## src/rtl/dct_defs.vh

```
// rtl/dct_defs.vh - shared state encodings and default digit count for the hex down-counter timer
`ifndef DCT_DEFS_VH
`define DCT_DEFS_VH

`define DCT_DIGITS_DEFAULT 4

`define DCT_ST_IDLE  2'd0
`define DCT_ST_RUN   2'd1
`define DCT_ST_PAUSE 2'd2
`define DCT_ST_DONE  2'd3

`endif

```

## src/rtl/downcounter_hex_timer_pkg.sv

```systemverilog
// rtl/downcounter_hex_timer_pkg.sv - typed view of the shared timer definitions
`include "dct_defs.vh"

package downcounter_hex_timer_pkg;

    localparam int DCT_DIGITS_DEFAULT = `DCT_DIGITS_DEFAULT;

    typedef enum logic [1:0] {
        ST_IDLE  = `DCT_ST_IDLE,
        ST_RUN   = `DCT_ST_RUN,
        ST_PAUSE = `DCT_ST_PAUSE,
        ST_DONE  = `DCT_ST_DONE
    } dct_state_e;

endpackage

```

## src/rtl/downcounter_hex.sv

```systemverilog
// rtl/downcounter_hex.sv - one 4-bit hex digit of the down-counter chain
// Ports:
//   clk, rst_n     clock and asynchronous active-low reset
//   load, load_val parallel load of this digit (load wins over en)
//   en             borrow-in: decrement this digit by one
//   val            registered digit value
//   borrow_out     combinational borrow to the next digit (val == 0 and en)
module downcounter_hex (
    input  logic       clk,
    input  logic       rst_n,
    input  logic       load,
    input  logic [3:0] load_val,
    input  logic       en,
    output logic [3:0] val,
    output logic       borrow_out
);

    logic [3:0] val_q;
    logic [3:0] val_d;

    always_comb begin
        val_d = val_q;
        if (load) begin
            val_d = load_val;
        end else if (en) begin
            val_d = val_q - 4'd1;   // 0 wraps to F
        end
    end

    always_ff @(posedge clk or negedge rst_n) begin
        if (!rst_n) begin
            val_q <= 4'd0;
        end else begin
            val_q <= val_d;
        end
    end

    assign val        = val_q;
    assign borrow_out = en && (val_q == 4'd0);

endmodule

```

## src/rtl/downcounter_hex_timer.sv

```systemverilog
// rtl/downcounter_hex_timer.sv - hex down-counter timer with IDLE/RUN/PAUSE/DONE control
// Optional feature: define DCT_AUTO_RELOAD_EN to reload the count from the last loaded
// value after reaching zero instead of stopping in DONE.
// Ports:
//   dct_clk, dct_rst_n  clock and asynchronous active-low reset
//   dct_tick            count-enable pulse (only honoured in RUN)
//   dct_load/_load_val  load count (and reload value), return to IDLE
//   dct_start           start / resume
//   dct_pause           pause (beats start)
//   dct_out             registered count
//   dct_busy/dct_done   registered state flags for RUN / DONE
//   dct_zero            one-cycle pulse in the first cycle dct_out reads zero
module downcounter_hex_timer
    import downcounter_hex_timer_pkg::*;
#(
    parameter int DIGITS = DCT_DIGITS_DEFAULT
) (
    input  logic                dct_clk,
    input  logic                dct_rst_n,
    input  logic                dct_tick,
    input  logic                dct_load,
    input  logic [4*DIGITS-1:0] dct_load_val,
    input  logic                dct_start,
    input  logic                dct_pause,
    output logic [4*DIGITS-1:0] dct_out,
    output logic                dct_busy,
    output logic                dct_done,
    output logic                dct_zero
);

    localparam int W = 4 * DIGITS;

    dct_state_e   state_q, state_d;
    logic         busy_q, busy_d;
    logic         done_q, done_d;
    logic         zero_q, zero_d;

    logic         dec_en;
    logic         digit_load;
    logic [W-1:0] digit_load_val;
    logic [DIGITS-1:0] en_chain;
    logic [DIGITS-1:0] borrow;
    logic         top_borrow_unused;

`ifdef DCT_AUTO_RELOAD_EN
    logic [W-1:0] reload_q, reload_d;
`endif

    always_comb begin
        state_d        = state_q;
        zero_d         = 1'b0;
        dec_en         = 1'b0;
        digit_load     = 1'b0;
        digit_load_val = dct_load_val;
`ifdef DCT_AUTO_RELOAD_EN
        reload_d       = reload_q;
`endif

        if (dct_load) begin
            digit_load = 1'b1;
            state_d    = ST_IDLE;
`ifdef DCT_AUTO_RELOAD_EN
            reload_d   = dct_load_val;
`endif
        end else begin
            case (state_q)
                ST_IDLE, ST_PAUSE: begin
                    if (!dct_pause && dct_start) begin
                        if (dct_out != '0) begin
                            state_d = ST_RUN;
                        end else begin
                            state_d = ST_DONE;
                            zero_d  = 1'b1;
                        end
                    end
                end
                ST_RUN: begin
                    if (dct_pause) begin
                        state_d = ST_PAUSE;
                    end else if (dct_tick) begin
                        if (dct_out == W'(1)) begin
                            dec_en = 1'b1;
                            zero_d = 1'b1;
`ifndef DCT_AUTO_RELOAD_EN
                            state_d = ST_DONE;
`endif
                        end else if (dct_out == '0) begin
                            // Only reachable with auto-reload: the count sat at zero
                            // for one tick period and is now refilled.
`ifdef DCT_AUTO_RELOAD_EN
                            if (reload_q == '0) begin
                                state_d = ST_DONE;
                            end else begin
                                digit_load     = 1'b1;
                                digit_load_val = reload_q;
                            end
`else
                            state_d = ST_DONE;
`endif
                        end else begin
                            dec_en = 1'b1;
                        end
                    end
                end
                default: ;  // DONE: held until load or reset
            endcase
        end

        busy_d = (state_d == ST_RUN);
        done_d = (state_d == ST_DONE);
    end

    always_ff @(posedge dct_clk or negedge dct_rst_n) begin
        if (!dct_rst_n) begin
            state_q  <= ST_IDLE;
            busy_q   <= 1'b0;
            done_q   <= 1'b0;
            zero_q   <= 1'b0;
`ifdef DCT_AUTO_RELOAD_EN
            reload_q <= '0;
`endif
        end else begin
            state_q  <= state_d;
            busy_q   <= busy_d;
            done_q   <= done_d;
            zero_q   <= zero_d;
`ifdef DCT_AUTO_RELOAD_EN
            reload_q <= reload_d;
`endif
        end
    end

    // Digit 0 decrements on dec_en; each higher digit decrements on the borrow below it.
    assign en_chain[0] = dec_en;

    for (genvar i = 0; i < DIGITS; i++) begin : g_digit
        downcounter_hex u_digit (
            .clk        (dct_clk),
            .rst_n      (dct_rst_n),
            .load       (digit_load),
            .load_val   (digit_load_val[4*i +: 4]),
            .en         (en_chain[i]),
            .val        (dct_out[4*i +: 4]),
            .borrow_out (borrow[i])
        );
        if (i < DIGITS - 1) begin : g_chain
            assign en_chain[i+1] = borrow[i];
        end
    end

    // The FSM never decrements from zero, so the top borrow never fires.
    assign top_borrow_unused = borrow[DIGITS-1];

    assign dct_busy = busy_q;
    assign dct_done = done_q;
    assign dct_zero = zero_q;

endmodule
```

## config.mk

```make
export PLATFORM = sky130hd
export DESIGN_NAME = downcounter_hex_timer
export DESIGN_NICKNAME = d
export VERILOG_FILES = /design/src/rtl/downcounter_hex_timer_pkg.sv /design/src/rtl/downcounter_hex.sv /design/src/rtl/downcounter_hex_timer.sv
export VERILOG_INCLUDE_DIRS = /design/src /design/src/rtl
export SDC_FILE = /design/constraint.sdc
export NUM_CORES = 1
export LEC_CHECK = 0
export ABC_AREA = 1
export ABC_CLOCK_PERIOD_IN_PS = 1900
export BUFFER_PORTS_ARGS = -buffer_cell sky130_fd_sc_hd__buf_2
export CORE_MARGIN = 5
export CORE_UTILIZATION = 45
export DETAILED_ROUTE_END_ITERATION = 6
export PLACE_DENSITY_LB_ADDON = 0.08
export SKIP_LAST_GASP = 1
export SLEW_MARGIN = 20
export SYNTH_ARGS = -nofsm -noshare
export SYNTH_HDL_FRONTEND = slang
export SYNTH_SLANG_ARGS = --single-unit
```

## constraint.sdc

```tcl
create_clock -name dct_clk -period 1.9 [get_ports dct_clk]
set_input_delay 0.285 -clock dct_clk [delete_from_list [all_inputs] [get_ports dct_clk]]
set_output_delay 0.285 -clock dct_clk [all_outputs]
set_load 0.01 [all_outputs]
```

Yosys cells after proc, flatten, opt, wreduce, memory -nomap -nowiden

Cells that the tools add are included.

Mux-type cells: 30
Reduce and logical (&&, ||, !) cells: 16
Add/sub/neg operators: 4
Equal/unequal tests: 5

Operators by type and width:

| operator                                                                | count |
|---|---|
| 4-bit 2-to-1 mux                                                        | 8 |
| 16-bit by 1-bit equality test with 1-bit output (second input constant) | 1 |
| 16-bit logical NOT                                                      | 1 |
| 16-bit nonzero test                                                     | 1 |
| 4-bit by 1-bit subtractor with 4-bit output (second input constant)     | 4 |
| 2-bit 2-to-1 mux                                                        | 7 |
| 1-bit 2-to-1 mux                                                        | 13 |
| 4-bit logical NOT                                                       | 3 |
| 2-bit nonzero test                                                      | 4 |
| 2-bit by 1-bit equality test with 1-bit output (second input constant)  | 2 |
| 2-bit equality test (second input constant)                             | 2 |
| 1-bit logical AND                                                       | 4 |
| 2-bit case mux with 2 select lines                                      | 1 |
| 2-bit logical NOT                                                       | 1 |
| 1-bit case mux with 2 select lines                                      | 1 |
| 2-bit OR reduction                                                      | 1 |
| 1-bit logical NOT                                                       | 1 |

Word-level logic and storage cells: 63
Input bits: 22
Register bits: 21
Output and inout bits: 19

Longest topological paths before layout

Word-level depth: 12
Depth in mapped cells: 10
Mapped depth without buffers: 9

Hierarchy

Synthesis repeated with hierarchy kept, for this count alone.

Cell total of the unflattened synthesis: 182
Area total of the unflattened synthesis: 1358.8 um2

By module, submodules not included:

| module                | area each (um2) | instances | cells an instance | seq. area each (um2) |
|---|---|---|---|---|
| downcounter_hex       | 250.2           | 4         | 33                | 100.1 |
| downcounter_hex_timer | 357.8           | 1         | 50                | 125.1 |

Worst setup path before layout

No wires, ideal clock.

Path kind: reg2reg
From: register g_digit[2].u_digit.val_q[0]
To: register g_digit[3].u_digit.val_q[0]
Setup time: 0.118 ns
Path buffers: 1
Setup slack: 0.319 ns
Data required time: 1.782 ns
Cell stages (with the launch flop): 11
Period minus slack after synthesis: 1.581 ns
Data arrival time: 1.463 ns
Cells stage by stage: dfrtp_1 > inv_1 > ha_1 > nand3_1 > nor2_4 > nand3_4 > nand3_2 > nand2_2 > buf_6 > nand3_1 > nand2_1

Longest elaborated chain between the ends: 11
Elaborated cells between the ends (all ways): 13
Classes of those cells: eq/ne (1); mux (6); reduce/logical (6)

Ends and longest elaborated chain:

| element                               | line                        | text |
|---|---|---|
| start, declared                       | downcounter_hex.sv:18       | `logic [3:0] val_q;` |
| start signal, assigned                | downcounter_hex.sv:34       | `val_q <= val_d;` |
| 16-bit logical NOT                    | downcounter_hex_timer.sv:87 | `end else if (dct_out == '0) begin` |
| 1-bit 2-to-1 mux                      | downcounter_hex_timer.sv:87 |  |
| 1-bit 2-to-1 mux                      | downcounter_hex_timer.sv:81 | `if (dct_out == W'(1)) begin` |
| 1-bit 2-to-1 mux                      | downcounter_hex_timer.sv:80 | `end else if (dct_tick) begin` |
| 1-bit 2-to-1 mux                      | downcounter_hex_timer.sv:78 | `if (dct_pause) begin` |
| 1-bit 2-to-1 mux                      | downcounter_hex_timer.sv:66 | `case (state_q)` |
| 1-bit 2-to-1 mux                      | downcounter_hex_timer.sv:59 | `if (dct_load) begin` |
| 1-bit logical AND (2 in series)       | downcounter_hex.sv:39       | `assign borrow_out = en && (val_q == 4'd0);` |
| 1-bit logical AND *                   | downcounter_hex.sv:39       |  |
| 2-bit nonzero test (no source line) * | --                          |  |
| end signal, assigned                  | downcounter_hex.sv:34       |  |
| end, declared                         | downcounter_hex.sv:18       |  |

Every way passes the cells marked *; elsewhere a longest branch is shown, timed or not.
A chain may end at the register's enable or synchronous reset.

Worst setup path after layout

From: register g_digit[2].u_digit.val_q[0]
To: register g_digit[1].u_digit.val_q[0]

Longest elaborated chain between the ends: 9
Elaborated cells between the ends (all ways): 10
Classes of those cells: eq/ne (1); mux (6); reduce/logical (3)

Ends and longest elaborated chain:

| element                               | line |
|---|---|
| 16-bit logical NOT                    | downcounter_hex_timer.sv:87 |
| 1-bit 2-to-1 mux                      | downcounter_hex_timer.sv:87 |
| 1-bit 2-to-1 mux *                    | downcounter_hex_timer.sv:81 |
| 1-bit 2-to-1 mux *                    | downcounter_hex_timer.sv:80 |
| 1-bit 2-to-1 mux *                    | downcounter_hex_timer.sv:78 |
| 1-bit 2-to-1 mux *                    | downcounter_hex_timer.sv:66 |
| 1-bit 2-to-1 mux *                    | downcounter_hex_timer.sv:59 |
| 1-bit logical AND *                   | downcounter_hex.sv:39 |
| 2-bit nonzero test (no source line) * | -- |
| end signal, assigned                  | downcounter_hex.sv:34 |
| end, declared                         | downcounter_hex.sv:18 |

Marks and branches as above.

==> flow_metrics.tcl <==
set metrics [dict create \
    period_share 0.894 \
    fin_crit_ps 1700 \
    crit_buf_inv 1 \
    routed_via_density 5.04 \
    ant_nets 0 \
    cp.depth 9 \
    fmax_mhz 589 \
    cts.sinks 21 \
    cts_tree "yes" \
    dp_cells 250 \
    port_buffers 40 \
    crit_path_frequent_cell "nand3_1" \
    insertion_delay_ps 300 \
    max-vdd-ir-drop_mv 0.335 \
    grt.busiest_layer "met2" \
    synthTopCellsByArea "dfrtp_1 38%, nand2_1 13%, ha_1 7.2%" \
    crit_arrival_ps 1890 \
    worst_slew_pin_slew_ps 483 \
    synth_area_um2 1390 \
    die_y_um 65.6 \
    max-clock-path-buffers 2 \
    num-fill-cells 314 \
    globalRouteMet2Util 0.292 \
    areaGrowthSynthToFinish_pct 18.6 \
    synth_top_area_share 0.378 \
    drtIter0Drc 44 \
    gp_congestion 0.744 \
    crit_path_max_incr_delay_ps 410 \
    reg2reg_depth 9 \
    status "finished clean" \
    track_usage 0.167 \
    antenna_found_initial 0 \
    synthCells 182 \
    route.detailed.drc 0 \
    coreArea_um2 3000 \
    worstPathRequired_ps 2090 \
    initial_core_util 0.463 \
    clk_pin_slew_worst_paths_ps 120 \
    avgSynthCellArea_um2 7.64 \
    dr.pass1.iters 4 \
    cts_root_buffer "clkbuf_4" \
    hold_class "in -> reg" \
    grt_start_max_net_pins 34 \
    hp-start "dct_load_val[7]" \
    cts_max_level 1 \
    r2r_slack_ps 200 \
    nets 253 \
    path_cells "inv_1, ha_1, nand3_1, nor2_4, nand3_4, nand3_1, nand2_2, nand2_1, o21ai_1" \
    numCtsBuffers 3 \
    grt_pass1_wl_um 5690 \
    rows 20 \
    cap_viol_max_count 0 \
    slowest_stage "dfrtp_1" \
    skew_ps 3.91 \
    fin_setup_tns_ps 0 \
    rsz0062_at_grt "no" \
    use_met1 0.210 \
    wl_um 3130 \
    diodes 0 \
    critPathLaunch "g_digit[2].u_digit.val[0]" \
    fin_cells 255 \
    avgRoutedWirePerCell_um 12.3 \
    vias 1285 \
    synth_warnings 0 \
    grtUsageMet3 0.0274 \
    critical-path-top-delay-family "simple AND/OR/NAND/NOR gates" \
    die_w_um 65.6 \
    post-dp-hpwl_um 2410 \
    slew_violations 0 \
    drive_gt1_frac 0.279 \
    fin_util 0.549 \
    setup_viol 0 \
    hold_viol 0 \
    overflow 0 \
    synth_nets 212 \
    ys_seq_elements 21 \
    cp-start-kind "register" \
    p_leak_nw 0.894 \
    worstSetupEndpointType "register" \
    ys_types 25 \
    synth_seq_area_share 0.378 \
    rr_startpoint "g_digit[2].u_digit.val[0]" \
    dieArea_um2 4300 \
    pin_count 41 \
    r2r-end "g_digit[1].u_digit.val[0]" \
    p_per_area_nw_per_um2 743 \
    worstSetupEndpoint "g_digit[1].u_digit.val[0]" \
    synth_largest_area_cell "dfrtp_1" \
    first_global_vias 1317 \
    path_max_fanout 7 \
    slew_headroom 0.677 \
    critPathKind "reg -> reg" \
]
## tightest hold or removal path: cells and delay by family
kind	cells	cell delay [ps]
AO/OA/AOI/OAI	1	60
buffers and inverters	1	80
AND/OR/NAND/NOR	3	130
## per-stage QoR
step           area (µm²)  hold WS (ps)  power (mW)  worst slack (ps)
5_1_grt              1650           301        1.35              19.8
3_3_place_gp         1610           280        1.01               252
6_report             1650           294        1.23               202
4_1_cts              1640           272        1.24               132
2_1_floorplan        1390         -10.6       0.874               319
3_5_place_dp         1610           270        1.02               168
## what timing repair did
item                                   in CTS  in global routing
hold buffers                                1                  0
setup buffers                               0                  0
resized for setup                           0                  1
setup endpoints to repair                   0                  8
endpoints found under the hold margin      21                  0
## worst min path at each step
stage	end	slack (ps)	depth (start not counted)
floorplan	dct_busy	-10	0
global placement	state_q[0]	280	1
detailed placement	state_q[0]	270	1
CTS	g_digit[1].u_digit.val[3]	270	5
global route	state_q[1]	300	3
finish	g_digit[1].u_digit.val[3]	290	5
## state kept, by name, indices dropped and copies added, names as in the netlist
| signal | count |
|---|---|
| dct_busy | 1 |
| dct_done | 1 |
| dct_zero | 1 |
| g_digit.u_digit.val | 16 |
| state_q | 2 |
## where the power goes
part | switching, mW | leakage (nW) | internal (mW)
clock network | 0.131 | 0.0150 | 0.0816
logic | 0.265 | 0.611 | 0.183
registers | 0.0598 | 0.268 | 0.506
total | 0.456 | 0.894 | 0.770
## cell families after synthesis
kind of cell | Yosys count | synth area share
and+or+nand+nor | 87 | 0.303
AOI/OAI and AO/OA | 31 | 0.124
buffers and inverters | 29 | 0.0846
DFF | 21 | 0.378
adders and majority gates | 8 | 0.0720
xor gates and xnor gates | 6 | 0.0378
## layer usage
| layer | part of all wire | vias up |
|---|---|---|
| met4 | 0.0067 | 0 |
| met2 | 0.49 | 26 |
| met5 | 0 | - |
| met3 | 0.042 | 2 |
| li1 | - | 670 |
| met1 | 0.46 | 587 |
## cell usage after synthesis (all sizes together)
master,instances
inv,23
a22oi,1
buf,2
nand3,22
nor2,7
o21ai,26
dfrtp,21
ha,8
nand3b,1
xor2,2
a21oi,4
nand4,3
clkbuf,4
nand2,53
xnor2,4
nor3,1
## cell usage in the layout, fill, tap and decap left out, drive strengths merged
| cell type | synthesis | layout |
|---|---|---|
| a21oi | 4 | 4 |
| a22oi | 1 | 1 |
| buf | 2 | 41 |
| clkbuf | 4 | 4 |
| dfrtp | 21 | 21 |
| dlygate4sd3 | 0 | 1 |
| ha | 8 | 8 |
| inv | 23 | 23 |
| nand2 | 53 | 53 |
| nand3 | 22 | 22 |
| nand3b | 1 | 1 |
| nand4 | 3 | 3 |
| nor2 | 7 | 7 |
| nor3 | 1 | 1 |
| o21ai | 26 | 26 |
| xnor2 | 4 | 4 |
| xor2 | 2 | 2 |
## cell type report
cell class | instances | area (µm²) | area share
Multi-Input combinational cell | 132 | 752 | 0.456
Tap cell | 33 | 41.3 | 0.0250
Clock buffer | 4 | 26.3 | 0.0159
Timing Repair Buffer | 42 | 218 | 0.132
Sequential cell | 21 | 526 | 0.319
Inverter | 23 | 86.3 | 0.0524
Note: power is estimated with default switching activity, not from simulation.
